$ cat config.mk
export PLATFORM = sky130hd
export DESIGN_NAME = unified_mem_arbiter
export DESIGN_NICKNAME = d
export VERILOG_FILES = /design/src/rtl/mem_arb_pkg.sv /design/src/rtl/mem_arb_picker.sv /design/src/rtl/unified_mem_arbiter.sv
export SDC_FILE = /design/constraint.sdc
export NUM_CORES = 1
export LEC_CHECK = 0
export BUFFER_PORTS_ARGS = -buffer_cell sky130_fd_sc_hd__buf_2
export CAP_MARGIN = 25
export CORE_AREA = 10 10 106 98
export CTS_BUF_LIST = sky130_fd_sc_hd__clkbuf_2
export CTS_CLUSTER_DIAMETER = 120
export CTS_CLUSTER_SIZE = 28
export DETAILED_ROUTE_END_ITERATION = 10
export DIE_AREA = 0 0 116 108
export PLACE_DENSITY = 0.78
export SLEW_MARGIN = 25
export SYNTH_ARGS = -nofsm -noshare
export SYNTH_HDL_FRONTEND = slang
export SYNTH_SLANG_ARGS = --single-unit
$ cat constraint.sdc
create_clock -name clk -period 1.61 [get_ports clk]
set_input_delay 0.161 -clock clk [delete_from_list [all_inputs] [get_ports clk]]
set_output_delay 0.161 -clock clk [all_outputs]
set_load 0.03 [all_outputs]
$ cat src/rtl/mem_arb_pkg.sv
// Shared types for the unified memory arbiter.
//   state_t : transaction FSM states (IDLE, ACCESS, WAIT, RESP)
//   owner_t : which requester owns the current/last transaction
package mem_arb_pkg;

    typedef enum logic [1:0] {
        IDLE   = 2'd0,
        ACCESS = 2'd1,
        WAIT   = 2'd2,
        RESP   = 2'd3
    } state_t;

    typedef enum logic {
        OWN_IF = 1'b0,
        OWN_DM = 1'b1
    } owner_t;

endpackage

$ cat src/rtl/mem_arb_picker.sv
// Grant decision between instruction fetch and data port, with the
// anti-starvation streak counter.
//   clk, rst_n : clock, async active-low reset
//   grant_en   : 1 when the arbiter can accept a new transaction
//   if_req     : fetch request
//   dm_req     : data request
//   grant      : a transaction is granted this cycle
//   winner     : requester granted (valid when grant=1)
module mem_arb_picker
    import mem_arb_pkg::*;
#(
    parameter int unsigned MAX_DM_STREAK = 4
) (
    input  logic   clk,
    input  logic   rst_n,
    input  logic   grant_en,
    input  logic   if_req,
    input  logic   dm_req,
    output logic   grant,
    output owner_t winner
);

    localparam int unsigned SW = (MAX_DM_STREAK < 1) ? 1 : $clog2(MAX_DM_STREAK + 1);
    localparam logic [SW-1:0] STREAK_MAX = SW'(MAX_DM_STREAK);

    logic [SW-1:0] streak_q;

    always_comb begin
        grant  = grant_en && (if_req || dm_req);
        winner = OWN_IF;
        // Data wins contention unless it has already taken the maximum streak.
        if (dm_req && !(if_req && (streak_q == STREAK_MAX)))
            winner = OWN_DM;
    end

    // Only contested data grants count; an uncontested data grant holds.
    always_ff @(posedge clk or negedge rst_n) begin
        if (!rst_n) begin
            streak_q <= '0;
        end else if (grant) begin
            if (winner == OWN_IF)
                streak_q <= '0;
            else if (if_req && (streak_q != STREAK_MAX))
                streak_q <= streak_q + 1'b1;
        end
    end

endmodule

$ cat src/rtl/unified_mem_arbiter.sv
// Shares one single-port synchronous RAM between instruction fetch and
// the data (memory-stage) port. One transaction every 4 cycles:
// IDLE (arbitrate/latch) -> ACCESS (address into RAM, store write)
// -> WAIT (capture RAM q) -> RESP (one-cycle ack).
//   if_req/if_addr/if_ack/if_rdata           : fetch port
//   dm_req/dm_we/dm_addr/dm_wdata/dm_ack/dm_rdata : data port
//   ram_addr/ram_wren/ram_wdata/ram_rdata    : RAM interface
//   owner                                    : 0 fetch, 1 data (current/last)
module unified_mem_arbiter
    import mem_arb_pkg::*;
#(
    parameter int unsigned ADDR_W        = 11,
    parameter int unsigned DATA_W        = 32,
    parameter int unsigned MAX_DM_STREAK = 4
) (
    input  logic              clk,
    input  logic              rst_n,
    input  logic              if_req,
    input  logic [ADDR_W-1:0] if_addr,
    output logic              if_ack,
    output logic [DATA_W-1:0] if_rdata,
    input  logic              dm_req,
    input  logic              dm_we,
    input  logic [ADDR_W-1:0] dm_addr,
    input  logic [DATA_W-1:0] dm_wdata,
    output logic              dm_ack,
    output logic [DATA_W-1:0] dm_rdata,
    output logic [ADDR_W-1:0] ram_addr,
    output logic              ram_wren,
    output logic [DATA_W-1:0] ram_wdata,
    input  logic [DATA_W-1:0] ram_rdata,
    output logic              owner
);

    state_t            state_q, state_d;
    owner_t            owner_q, winner;
    logic              grant;
    logic [ADDR_W-1:0] addr_q;
    logic              we_q;
    logic [DATA_W-1:0] wdata_q;
    logic [DATA_W-1:0] rdata_q;

    mem_arb_picker #(
        .MAX_DM_STREAK (MAX_DM_STREAK)
    ) u_picker (
        .clk      (clk),
        .rst_n    (rst_n),
        .grant_en (state_q == IDLE),
        .if_req   (if_req),
        .dm_req   (dm_req),
        .grant    (grant),
        .winner   (winner)
    );

    always_ff @(posedge clk or negedge rst_n) begin
        if (!rst_n)
            state_q <= IDLE;
        else
            state_q <= state_d;
    end

    always_comb begin
        state_d  = state_q;
        ram_wren = 1'b0;
        if_ack   = 1'b0;
        dm_ack   = 1'b0;
        unique case (state_q)
            IDLE:   if (grant) state_d = ACCESS;
            ACCESS: begin
                ram_wren = we_q;
                state_d  = WAIT;
            end
            WAIT:   state_d = RESP;
            RESP: begin
                if_ack  = (owner_q == OWN_IF);
                dm_ack  = (owner_q == OWN_DM);
                state_d = IDLE;
            end
            default: state_d = IDLE;
        endcase
    end

    // addr_q only changes at a grant, so driving it straight out gives the
    // latched address in ACCESS/WAIT and holds the last one elsewhere.
    always_ff @(posedge clk or negedge rst_n) begin
        if (!rst_n) begin
            owner_q <= OWN_IF;
            addr_q  <= '0;
            we_q    <= 1'b0;
            wdata_q <= '0;
            rdata_q <= '0;
        end else begin
            if (grant) begin
                owner_q <= winner;
                if (winner == OWN_DM) begin
                    addr_q  <= dm_addr;
                    we_q    <= dm_we;
                    wdata_q <= dm_wdata;
                end else begin
                    addr_q  <= if_addr;
                    we_q    <= 1'b0;
                end
            end
            if (state_q == WAIT)
                rdata_q <= ram_rdata;
        end
    end

    assign ram_addr  = addr_q;
    assign ram_wdata = wdata_q;
    assign if_rdata  = rdata_q;
    assign dm_rdata  = rdata_q;
    assign owner     = owner_q;

endmodule

Word level (Yosys, flattened, before mapping)
Index checks and enable logic that the tools add are counted.

operators by class
  add/subtract/negate cells = 1
  reduce and logical (&&, ||, !) cells = 9
  eq/ne operators = 7
  muxes and demuxes = 10
  bitwise logic cells = 1

operators by type and width
  kind                                                    number
  two-way mux 11 bit                                      1
  case mux 2 bit (4 select lines)                         1
  two-way mux 3 bit                                       2
  two-way mux 1 bit                                       5
  equality test 2 bit (second input constant)             2
  logical AND 1 bit                                       4
  AND reduction 2 bit                                     2
  adder 3 x 1 -> 3 bit (second input constant)            1
  equality test 3 bit (second input constant)             1
  inequality test 3 bit (second input constant)           1
  equality test 2 x 1 -> 1 bit (second input constant)    1
  zero test 2 bit                                         1
  two-way mux 2 bit                                       1
  inequality test 2 x 1 -> 1 bit (second input constant)  1
  inequality test 2 bit (second input constant)           1
  zero test 1 bit                                         1
  logical OR 1 bit                                        1
  NOT 1 bit                                               1

storage, ports and cells
  bits of input ports = 91
  output and inout port bits = 111
  logic and storage cells = 35
  register bits after elaboration = 82

Logic depth before layout (Yosys ltp)
  word-level depth = 7
  depth in mapped cells = 7
  mapped depth without buffers = 5

Cells and area by module
From an unflattened synthesis, not the netlist that was laid out.

second synthesis, totals
  cells, all modules = 261
  area total of the unflattened synthesis = 3711.1 sq um

modules (own cells, without submodules)
  module               cells each  area each (sq um)  instances
  unified_mem_arbiter  240         3497.1             1
  mem_arb_picker       21          214.0              1

Worst setup path after synthesis
OpenSTA, ideal clock, no wires.

  path kind = register -> register
  start = register state_q[0]
  end = register rdata_q[10] (netlist: dm_rdata[10])
  library setup time = 125 ps
  slack = 122 ps
  data required time = 1485 ps
  arrival time = 1364 ps
  cell stages (with the launch flop) = 6
  path buffers = 2
  cell sequence = dfrtp_1 inv_1 ha_1 clkbuf_1 buf_2 mux2_2

on the way
  word-level cells in the longest chain between the ends = 1

RTL lines
  item                    RTL line                    text
  start, declared         unified_mem_arbiter.sv:35   state_t state_q, state_d;
  start signal, assigned  unified_mem_arbiter.sv:59   state_q <= state_d;
  equality test 2 bit     unified_mem_arbiter.sv:104  if (state_q == WAIT)
  end signal, assigned    unified_mem_arbiter.sv:105  rdata_q <= ram_rdata;
  end, declared           unified_mem_arbiter.sv:41   logic [DATA_W-1:0] rdata_q;

No other way between the ends.
A chain may end at the register's enable or synchronous reset.

Worst setup path in the final report
  start = register state_q[1]
  end = output port dm_ack

on the way
  word-level cells in the longest chain between the ends = 2

RTL lines
  item                 RTL line                   text
  equality test 2 bit  unified_mem_arbiter.sv:67  unique case (state_q)
  two-way mux 1 bit    unified_mem_arbiter.sv:67
  end, declared        unified_mem_arbiter.sv:26  output logic dm_ack,

No other way between the ends.

==> flow_summary.ini <==
[outcome]
status = finished, violations left
failed_checks = setup timing

[clocking]
cts_sinks = 82
cts-buffers-inserted = 9
clk_path_buf_depth = 2
cts_tree = built
h-tree-depth = 3
clkLatencyLatePin_ps = 480
clk_pin_slew_ps = 240
cts-root-buf = clkbuf_2

[sta]
setup_viol_count_final = 2
rsz0062_at_grt = yes
clock_skew_ps = 27.8
fin_ws_ps = -32.6
fin_crit_sh_pct = 102
whs_ps = 203
drv_slew = 0
maxSlewHeadroom_pct = 71.8
hold_violations = 0
tns_ps = -54.9
worst_pin_slew_ps = 423
min_period_ps = 1640
fmax_mhz = 609

[power]
p_per_area_nw_per_um2 = 2180
ir_worst_vdd_uv = 988
power.total_mw = 12.5
p_leak_nw = 2.78

[synth]
synth-xor-area-share_pct = 0
synth_area_per_cell_um2 = 13.1
synth-edff-count = 0
synth_ff_type = dfrtp_1
yosys.area.top_type = dfrtp_1
synth-adder-area-share_pct = 2.09
yosys.area_share.simple_pct = 7.07
muxShareOfSynthArea_pct = 20.4
synth_top_area_share_pct = 57.1
ys_top_cells_by_area = dfrtp_1 (57%), mux2_2 (20%), buf_4 (6.7%), nand2_1 (3.0%), o211ai_1 (2.3%)
ys_types = 24
yosysWarnings = 0
syn_area_um2 = 3590
ys_top_cells_by_count = dfrtp_1 (82), mux2_2 (65), buf_4 (32)
ys_seq_area_share_pct = 57.1
syn_inst = 275
synth_top_family_by_area = multiplexers
yosys_register_bits = 82
postSynthNetCount = 372
async_flop_share_pct = 100
yosysMostFrequentCell = dfrtp_1
synth_compound_area_share_pct = 3.80

[critical_path]
crit_path_end_kind = output port
crit_required_ps = 1450
slowest_stage = dfrtp_1
crit_fanout = 2
max_stage_delay_ps = 450
path_cells = buf_6 -> ha_4 -> and2_4 -> buf_6
critPathKind = flip-flop to output port
arrival_ps = 1480
critPathMostFrequentCell = buf_6
worstSetupStartpointType = flip-flop

[grt]
grt_overflow = 0
first_global_vias = 3537
grt_pass1_wl_mm = 18.4
grt_usage_pct = 18.5
antenna_found_initial = 1
grt_max_degree = 83

[floorplanning]
ioPinCount = 202
die_h_um = 108
fp.dieW_um = 116
initial_utilization_pct = 43.1
coreArea_um2 = 8330
dieArea_um2 = 12500
num_rows = 32

[routing]
wl_mm = 11.9
drtIter0Drc = 147
drc = 0
wl_per_cell_um = 18.1
first_pass_iters = 4
viasPerCell = 4.82
vias = 3154
ant_nets = 0

[cells_and_area]
fin_util_pct = 68.7
fill_cells = 599
design_area_um2 = 5720
drive_gt1_share_pct = 56.4
area_delta_synth_final_pct = 59.2
final-instance-count-excl-fill = 654
nets = 642

[place]
dp.cells = 542
place.gp.congestion = 0.717
place_worst_setup_slack_ps = 49.1
io_buffer_count = 201
dpl_cell_area_um2 = 4530
hpwl_mm = 7.54

[hold_path]
hold_class = input pin to asynchronous set/reset pin

[flow_run]
cap_violations = 0
area by class of cell:
| cell class | instances | area (um2) | share of cell area (%) |
|---|---|---|---|
| clock inverters | 7 | 68.8 | 1.20 |
| multi-input cells | 142 | 1280 | 22.3 |
| diodes | 2 | 5.00 | 0.0875 |
| clock buffers | 9 | 45.0 | 0.787 |
| inverters | 4 | 15.0 | 0.262 |
| repair buffers | 306 | 2130 | 37.2 |
| well taps | 102 | 128 | 2.23 |
| flip-flops and latches | 82 | 2050 | 35.9 |
registers in the layout (all words and copies together) (netlist names):
register / cells
ram_addr: 11
state_q: 2
we_q: 1
u_picker.streak_q: 3
dm_rdata: 32
ram_wdata: 32
owner: 1
metal layers:
metal  vias to the layer above  share of wire (%)  global-route usage [%]
li1                       1464                  -                       -
met1                      1527                 35                    18.5
met2                       146                 55                    35.2
met3                        17                8.4                    5.26
met4                         0                2.0                    7.05
met5                         -                  0                       0
kinds of logic after synthesis:
group                      count (synthesis)
AOI/OAI and AO/OA                         19
DFF                                       82
muxes                                     65
buffers and inverters                     51
and+or+nand+nor                           52
adders and majority gates                  6
repair_timing:
action,4_1_cts,5_1_grt
hold endpoints to repair,160,0
resized for setup,13,12
pin swaps,0,1
endpoints found under the setup margin,3,35
buffers inserted,1,1
hold buffers,90,0
cloned,0,2
where the power goes:
part	internal (mW)	leakage [nW]	switching (mW)
logic	2.79	1.74	4.82
registers	3.11	0.972	0.678
clock network	0.357	0.0697	0.703
total	6.25	2.78	6.20
worst max-delay path: cells and delay by family, from the launching register on:
kind | cells | cell delay (ps)
buf+inv | 2 | 260
fa+ha+maj | 1 | 150
flops | 1 | 450
simple gates | 1 | 140
worst paths after layout:
| check | from | end | slack [ps] | depth (start not counted) |
|---|---|---|---|---|
| worst max-delay path | state_q[1] | dm_ack | -30 | 4 |
| worst min-delay path | rst_n | dm_rdata[30] | 200 | 3 |
| worst max register to register | u_picker.streak_q[0] | ram_wdata[26] | 60 | 6 |
| worst min register to register | u_picker.streak_q[0] | u_picker.streak_q[0] | 530 | 1 |
| max in group asynchronous | rst_n | ram_wdata[18] | 1060 | 3 |
| min in group clk | dm_wdata[28] | ram_wdata[28] | 410 | 3 |
layout by cell type (no fill, tap or decap), types with 2 or more instances in the layout:
cell type | netlist | final
and2_4 | 0 | 2
buf_12 | 0 | 4
buf_2 | 8 | 197
buf_4 | 32 | 9
buf_6 | 3 | 4
clkbuf_16 | 0 | 2
clkbuf_2 | 0 | 9
clkinv_2 | 0 | 2
dfrtp_1 | 82 | 81
diode_2 | 0 | 2
dlygate4sd3_1 | 0 | 90
ha_1 | 6 | 2
ha_4 | 0 | 4
inv_1 | 4 | 2
inv_2 | 0 | 2
mux2_2 | 65 | 65
nand2_1 | 29 | 29
nand2b_1 | 2 | 2
nand3_4 | 0 | 2
nand4_1 | 12 | 12
nor2_1 | 2 | 2
o211ai_1 | 11 | 11
o21ai_0 | 3 | 3
No activity file was read; power rests on OpenSTA's default activity.
